File: src/rtl/key_pkg.sv
// Shared definitions for the key conditioning front end.
//
// Contents:
//   key_state_e          per-channel debounce FSM state
//   DEBOUNCE_CYCLES_DEF  default number of stable samples needed to accept a level
//   REPEAT_DELAY_DEF     default press-to-first-repeat delay (KEY_AUTOREPEAT_EN only)
//   REPEAT_PERIOD_DEF    default repeat interval (KEY_AUTOREPEAT_EN only)
//
// Build option: KEY_AUTOREPEAT_EN enables the auto-repeat constants.
package key_pkg;

  typedef enum logic [1:0] {
    StReleased   = 2'd0,
    StPressChk   = 2'd1,
    StPressed    = 2'd2,
    StReleaseChk = 2'd3
  } key_state_e;

  localparam int unsigned DEBOUNCE_CYCLES_DEF = 16;

`ifdef KEY_AUTOREPEAT_EN
  localparam int unsigned REPEAT_DELAY_DEF  = 50000;
  localparam int unsigned REPEAT_PERIOD_DEF = 10000;
`endif

endpackage

File: src/rtl/key_debounce_ch.sv
// Single key channel: 2-FF synchroniser, debounce counter and press/release FSM.
//
// Ports:
//   clk_i      system clock
//   rst_i      synchronous active-high reset
//   key_n_i    raw asynchronous key, active-low
//   level_o    debounced level, 1 = pressed
//   press_o    one-cycle strobe on an accepted press (and on repeats if enabled)
//   release_o  one-cycle strobe on an accepted release
//
// Build option: KEY_AUTOREPEAT_EN adds RepeatDelay/RepeatPeriod and the repeat counter.
module key_debounce_ch
  import key_pkg::*;
#(
  parameter int unsigned DebounceCycles = DEBOUNCE_CYCLES_DEF
`ifdef KEY_AUTOREPEAT_EN
  ,
  parameter int unsigned RepeatDelay    = REPEAT_DELAY_DEF,
  parameter int unsigned RepeatPeriod   = REPEAT_PERIOD_DEF
`endif
) (
  input  logic clk_i,
  input  logic rst_i,
  input  logic key_n_i,
  output logic level_o,
  output logic press_o,
  output logic release_o
);

  localparam int unsigned CNT_W = $clog2(DebounceCycles + 1);
  localparam logic [CNT_W-1:0] CntLast = CNT_W'(DebounceCycles - 1);
  localparam logic [CNT_W-1:0] CntOne  = CNT_W'(1);

  logic [1:0]       sync_q;  // [0] first stage, [1] second stage (active-low)
  key_state_e       state_q;
  logic [CNT_W-1:0] cnt_q;
  logic             level_q;
  logic             press_q;
  logic             release_q;
  logic             sample;

  // Active-high synchronised key sample.
  assign sample = ~sync_q[1];

`ifdef KEY_AUTOREPEAT_EN
  localparam int unsigned RepMax = (RepeatDelay > RepeatPeriod) ? RepeatDelay : RepeatPeriod;
  localparam int unsigned RepW   = $clog2(RepMax + 1);
  localparam logic [RepW-1:0] RepDelayLast  = RepW'(RepeatDelay - 1);
  localparam logic [RepW-1:0] RepPeriodLast = RepW'(RepeatPeriod - 1);

  logic [RepW-1:0] rep_cnt_q;
  logic            rep_first_q;  // next repeat is the first one, so it waits RepeatDelay
  logic [RepW-1:0] rep_last;

  assign rep_last = rep_first_q ? RepDelayLast : RepPeriodLast;
`endif

  always_ff @(posedge clk_i) begin
    if (rst_i) begin
      sync_q      <= 2'b11;
      state_q     <= StReleased;
      cnt_q       <= '0;
      level_q     <= 1'b0;
      press_q     <= 1'b0;
      release_q   <= 1'b0;
`ifdef KEY_AUTOREPEAT_EN
      rep_cnt_q   <= '0;
      rep_first_q <= 1'b1;
`endif
    end else begin
      sync_q    <= {sync_q[0], key_n_i};
      press_q   <= 1'b0;
      release_q <= 1'b0;
      unique case (state_q)
        StReleased: begin
          if (sample) begin
            state_q <= StPressChk;
            cnt_q   <= CntOne;
          end
        end
        StPressChk: begin
          if (!sample) begin
            state_q <= StReleased;
            cnt_q   <= '0;
          end else if (cnt_q == CntLast) begin
            state_q     <= StPressed;
            level_q     <= 1'b1;
            press_q     <= 1'b1;
            cnt_q       <= '0;
`ifdef KEY_AUTOREPEAT_EN
            rep_cnt_q   <= '0;
            rep_first_q <= 1'b1;
`endif
          end else begin
            cnt_q <= cnt_q + CntOne;
          end
        end
        StPressed: begin
          if (!sample) begin
            state_q     <= StReleaseChk;
            cnt_q       <= CntOne;
`ifdef KEY_AUTOREPEAT_EN
            rep_cnt_q   <= '0;
            rep_first_q <= 1'b1;
`endif
          end
`ifdef KEY_AUTOREPEAT_EN
          else if (rep_cnt_q == rep_last) begin
            press_q     <= 1'b1;
            rep_cnt_q   <= '0;
            rep_first_q <= 1'b0;
          end else begin
            rep_cnt_q <= rep_cnt_q + RepW'(1);
          end
`endif
        end
        StReleaseChk: begin
          if (sample) begin
            // Release glitch: back to pressed without any strobe.
            state_q <= StPressed;
            cnt_q   <= '0;
          end else if (cnt_q == CntLast) begin
            state_q   <= StReleased;
            level_q   <= 1'b0;
            release_q <= 1'b1;
            cnt_q     <= '0;
          end else begin
            cnt_q <= cnt_q + CntOne;
          end
        end
      endcase
    end
  end

  assign level_o   = level_q;
  assign press_o   = press_q;
  assign release_o = release_q;

endmodule

File: src/rtl/key_debounce_pulse.sv
// Push-button front end: synchronises, debounces and edge-detects NUM_KEYS active-low keys,
// giving clean active-high levels and one-cycle press/release strobes.
//
// Ports:
//   clk          system clock
//   rst          synchronous active-high reset
//   keys_n       raw asynchronous keys, active-low (0 = pressed)
//   key_level    debounced state, 1 = pressed
//   key_press    one-cycle strobe per accepted press
//   key_release  one-cycle strobe per accepted release
//
// Build option: KEY_AUTOREPEAT_EN adds REPEAT_DELAY/REPEAT_PERIOD and repeated key_press
// strobes while a key stays held.
module key_debounce_pulse
  import key_pkg::*;
#(
  parameter int unsigned NUM_KEYS        = 5,
  parameter int unsigned DEBOUNCE_CYCLES = DEBOUNCE_CYCLES_DEF
`ifdef KEY_AUTOREPEAT_EN
  ,
  parameter int unsigned REPEAT_DELAY    = REPEAT_DELAY_DEF,
  parameter int unsigned REPEAT_PERIOD   = REPEAT_PERIOD_DEF
`endif
) (
  input  logic                clk,
  input  logic                rst,
  input  logic [NUM_KEYS-1:0] keys_n,
  output logic [NUM_KEYS-1:0] key_level,
  output logic [NUM_KEYS-1:0] key_press,
  output logic [NUM_KEYS-1:0] key_release
);

  for (genvar i = 0; i < NUM_KEYS; i++) begin : g_key
    key_debounce_ch #(
      .DebounceCycles(DEBOUNCE_CYCLES)
`ifdef KEY_AUTOREPEAT_EN
      ,
      .RepeatDelay   (REPEAT_DELAY),
      .RepeatPeriod  (REPEAT_PERIOD)
`endif
    ) u_ch (
      .clk_i    (clk),
      .rst_i    (rst),
      .key_n_i  (keys_n[i]),
      .level_o  (key_level[i]),
      .press_o  (key_press[i]),
      .release_o(key_release[i])
    );
  end

endmodule

File: config.mk
export PLATFORM = sky130hd
export DESIGN_NAME = key_debounce_pulse
export DESIGN_NICKNAME = d
export VERILOG_FILES = /design/src/rtl/key_pkg.sv /design/src/rtl/key_debounce_ch.sv /design/src/rtl/key_debounce_pulse.sv
export SDC_FILE = /design/constraint.sdc
export NUM_CORES = 1
export LEC_CHECK = 0
export ABC_AREA = 1
export CORE_MARGIN = 2
export CORE_UTILIZATION = 30
export CTS_CLUSTER_SIZE = 24
export DETAILED_ROUTE_END_ITERATION = 10
export DONT_BUFFER_PORTS = 1
export PLACE_DENSITY = 0.45
export REMOVE_ABC_BUFFERS = 1
export SLEW_MARGIN = 30
export SYNTH_ARGS = -nofsm -noshare
export SYNTH_HDL_FRONTEND = slang
export SYNTH_SLANG_ARGS = --single-unit
File: constraint.sdc
create_clock -name clk -period 2.9 [get_ports clk]
set_clock_uncertainty 0.1 [all_clocks]
set_input_delay 0.435 -clock clk [delete_from_list [all_inputs] [get_ports clk]]
set_output_delay 0.435 -clock clk [all_outputs]
set_load 0.005 [all_outputs]
==> flow_summary.ini <==
[status]
status = finished clean

[synth]
ys.flop_type = dfxtp_1
synth-seq-area-share_pct = 47.50
yosysWarningCount = 0
avgSynthCellArea_um2 = 7.594
ys_async_sr_fraction_pct = 0
synthCells = 333
synthDistinctLibCells = 23
syn-cell-area_um2 = 2529
synth-seq-cells = 60
synth-edff-count = 0

[route]
drtIter0Drc = 54
drt_wl_total_um = 4472
drc = 0
viasPerCell = 4.422
antenna_left = 0
drt-pass1-iter-count = 4
via_count = 1919
detail_route.wl_per_cell_um = 10.30

[sta]
setup_viol = 0
setup_tns_ns = 0
fmax_ghz = 0.7228
max_slew_margin_pct = 71.17
hold_viol = 0
drv_slew = 0
finalWorstPathRequiredPeriod_ns = 1.384
finalCritPeriodShare_pct = 47.71
tightest_slew_ns = 0.4319
rsz0062_at_grt = false

[min_path]
hold_path_class = input port to flop
hp-start = rst
hold_depth = 1
hold_end = g_key[0].u_ch.cnt_q[2]$_SDFFE_PP0P_

[worst_setup_path]
critPathRequiredTime_ns = 3.05
reg2reg_from = g_key[1].u_ch.cnt_q[0]$_SDFFE_PP0P_
critPathLaunchType = flop
cp_common_cell = nand2_2
path_max_fanout = 5
worstSetupPathType = flop to flop
arrival_ns = 1.53
reg2reg_depth = 7
slowest_delay_ns = 0.39
rrSetupSlack_ns = 1.52
cp_cell_sequence = ha_1 > nand2_2 > nor2_2 > nand2_2 > nor2_4 > nand2_2 > o22ai_1
end_kind = flop
slowest_stage = dfxtp_1

[cells_and_area]
nFillCells = 889
antenna_cells = 0
final_common_cell = nand2_1
syn2layout_area_growth_pct = 6.284
fin_area_um2 = 2688
regArea_um2 = 1201
layout.nets = 336
multiInputGateArea_um2 = 1065
post-route-util_pct = 32.87
layout_common_cells = 73 x nand2_1, 60 x dfxtp_1, 40 x nor2_1
drive_gt1_share_pct = 13.07

[clock_network]
cts_root_buf = clkbuf_8
cts.path.max_buffers = 2
cts_made_buffers = 9
cts_tree = yes
htreeDepth = 3
cts.repair.resized = 0
cts_sinks = 60
post_cts_buffers = 0
hold_buffers = 0
clk_pin_slew_ns = 0.06
worstSkewPairLatency_ns = 0.32

[floorplanning]
initial_core_util_pct = 30.93
die_w_um = 95.81
ioPinCount = 22
die_area_um2 = 9180
rows = 33
die_h_um = 95.81
core_area_um2 = 8175

[job]
max_cap_violations = 0

[placement]
placed_area_um2 = 2525
io_buffers = 0
place_congestion = 0.7345
hpwl_um = 3072

[grt]
grt_pass1_vias = 1762
antenna_found_initial = 0
grt_pass1_wl_um = 7714
grt_max_degree = 31
track_usage_pct = 11.11
grt_overflow_total = 0

[power_and_ir_drop]
power_density_nw_per_um2 = 577.2
p_leak_nw = 1.064
peakVddDrop_v = 0.0001526
-- area by class of cell --
type / count / area share, %
multi-input combinational: 219 / 39.62
clock inverter: 2 / 0.3724
clock buffer: 14 / 5.680
inverter: 34 / 4.749
tap: 105 / 4.888
sequential: 60 / 44.69
-- sequential cells by signal, indices dropped and copies added (netlist names), named ones only --
name                  flops
g_key.u_ch.cnt_q         25
g_key.u_ch.state_q        5
g_key.u_ch.release_o      5
g_key.u_ch.press_o        5
g_key.u_ch.sync_q        10
g_key.u_ch.level_o        5
-- report_power, final --
group | internal (mW) | total, mW | switching, mW
Sequential | 0.841 | 0.857 | 0.0158
Combinational | 0.0213 | 0.0604 | 0.0391
Clock | 0.332 | 0.634 | 0.302
Total | 1.19 | 1.55 | 0.357
-- critical path, delay by kind of cell (launching register included) --
| kind | cells | cell delay [ns] |
|---|---|---|
| compound gates | 1 | 0.12 |
| fa+ha+maj | 1 | 0.20 |
| flops | 1 | 0.39 |
| simple gates | 5 | 0.51 |
-- how the worst max path moves through the flow --
| stage | to | startpoint | depth (start not counted) |
|---|---|---|---|
| 2_1_floorplan | g_key[1].u_ch.level_o$_SDFFE_PP0P_ | g_key[1].u_ch.cnt_q[0]$_SDFFE_PP0P_ | 7 |
| 3_3_place_gp | flop | g_key[2].u_ch.cnt_q[0]$_SDFFE_PP0P_ | 5 |
| 3_5_place_dp | flop | g_key[1].u_ch.cnt_q[0]$_SDFFE_PP0P_ | 7 |
| 4_1_cts | flop | g_key[1].u_ch.cnt_q[0]$_SDFFE_PP0P_ | 7 |
| 5_1_grt | g_key[2].u_ch.level_o$_SDFFE_PP0P_ | g_key[2].u_ch.cnt_q[0]$_SDFFE_PP0P_ | 5 |
| 6_report | flop | g_key[1].u_ch.cnt_q[0]$_SDFFE_PP0P_ | 7 |
-- routing by layer --
| layer | GRT usage [%] | vias up | share of wire (%) |
|---|---|---|---|
| met5 | 0 | - | 0 |
| met4 | 6.548 | 0 | 1.6 |
| met3 | 4.150 | 4 | 3.7 |
| met2 | 17.31 | 21 | 47 |
| met1 | 13.02 | 860 | 48 |
| li1 | - | 1034 | - |
-- cells by family after synthesis --
family | after synthesis | synth area share, %
AOI/OAI and AO/OA | 45 | 9.154
buffers and inverters | 54 | 10.39
xor gates and xnor gates | 1 | 0.3464
DFF | 60 | 47.50
adders and majority gates | 5 | 2.474
and+or+nand+nor | 168 | 30.13
-- metrics by stage --
stage               power [mW]  hold WS, ns  setup WS (ns)  std cells
detailed placement      0.9365       0.2954          1.531        418
global route             1.638      0.04341          1.313        434
floorplan               0.9211       0.2895          1.666        313
global placement        0.9378       0.2927          1.533        418
CTS                      1.590      0.04957          1.511        434
finish                   1.551      0.07760          1.516        434
-- synth_stat cells, types with 3 or more instances --
cell type	n	area share, %
buf_4	15	4.5
nor2_1	40	5.9
nand4_1	9	2.2
o21ai_1	3	0.59
buf_2	3	0.59
or2_2	12	3.0
o22ai_1	5	1.2
nand2_1	73	11
ha_1	5	2.5
nor2_2	5	1.2
dfxtp_1	60	48
o21ai_0	14	2.8
nand2_2	10	2.5
nand3_1	13	2.6
a21oi_1	23	4.6
inv_1	33	4.9
(Power assumes the default switching activity.)
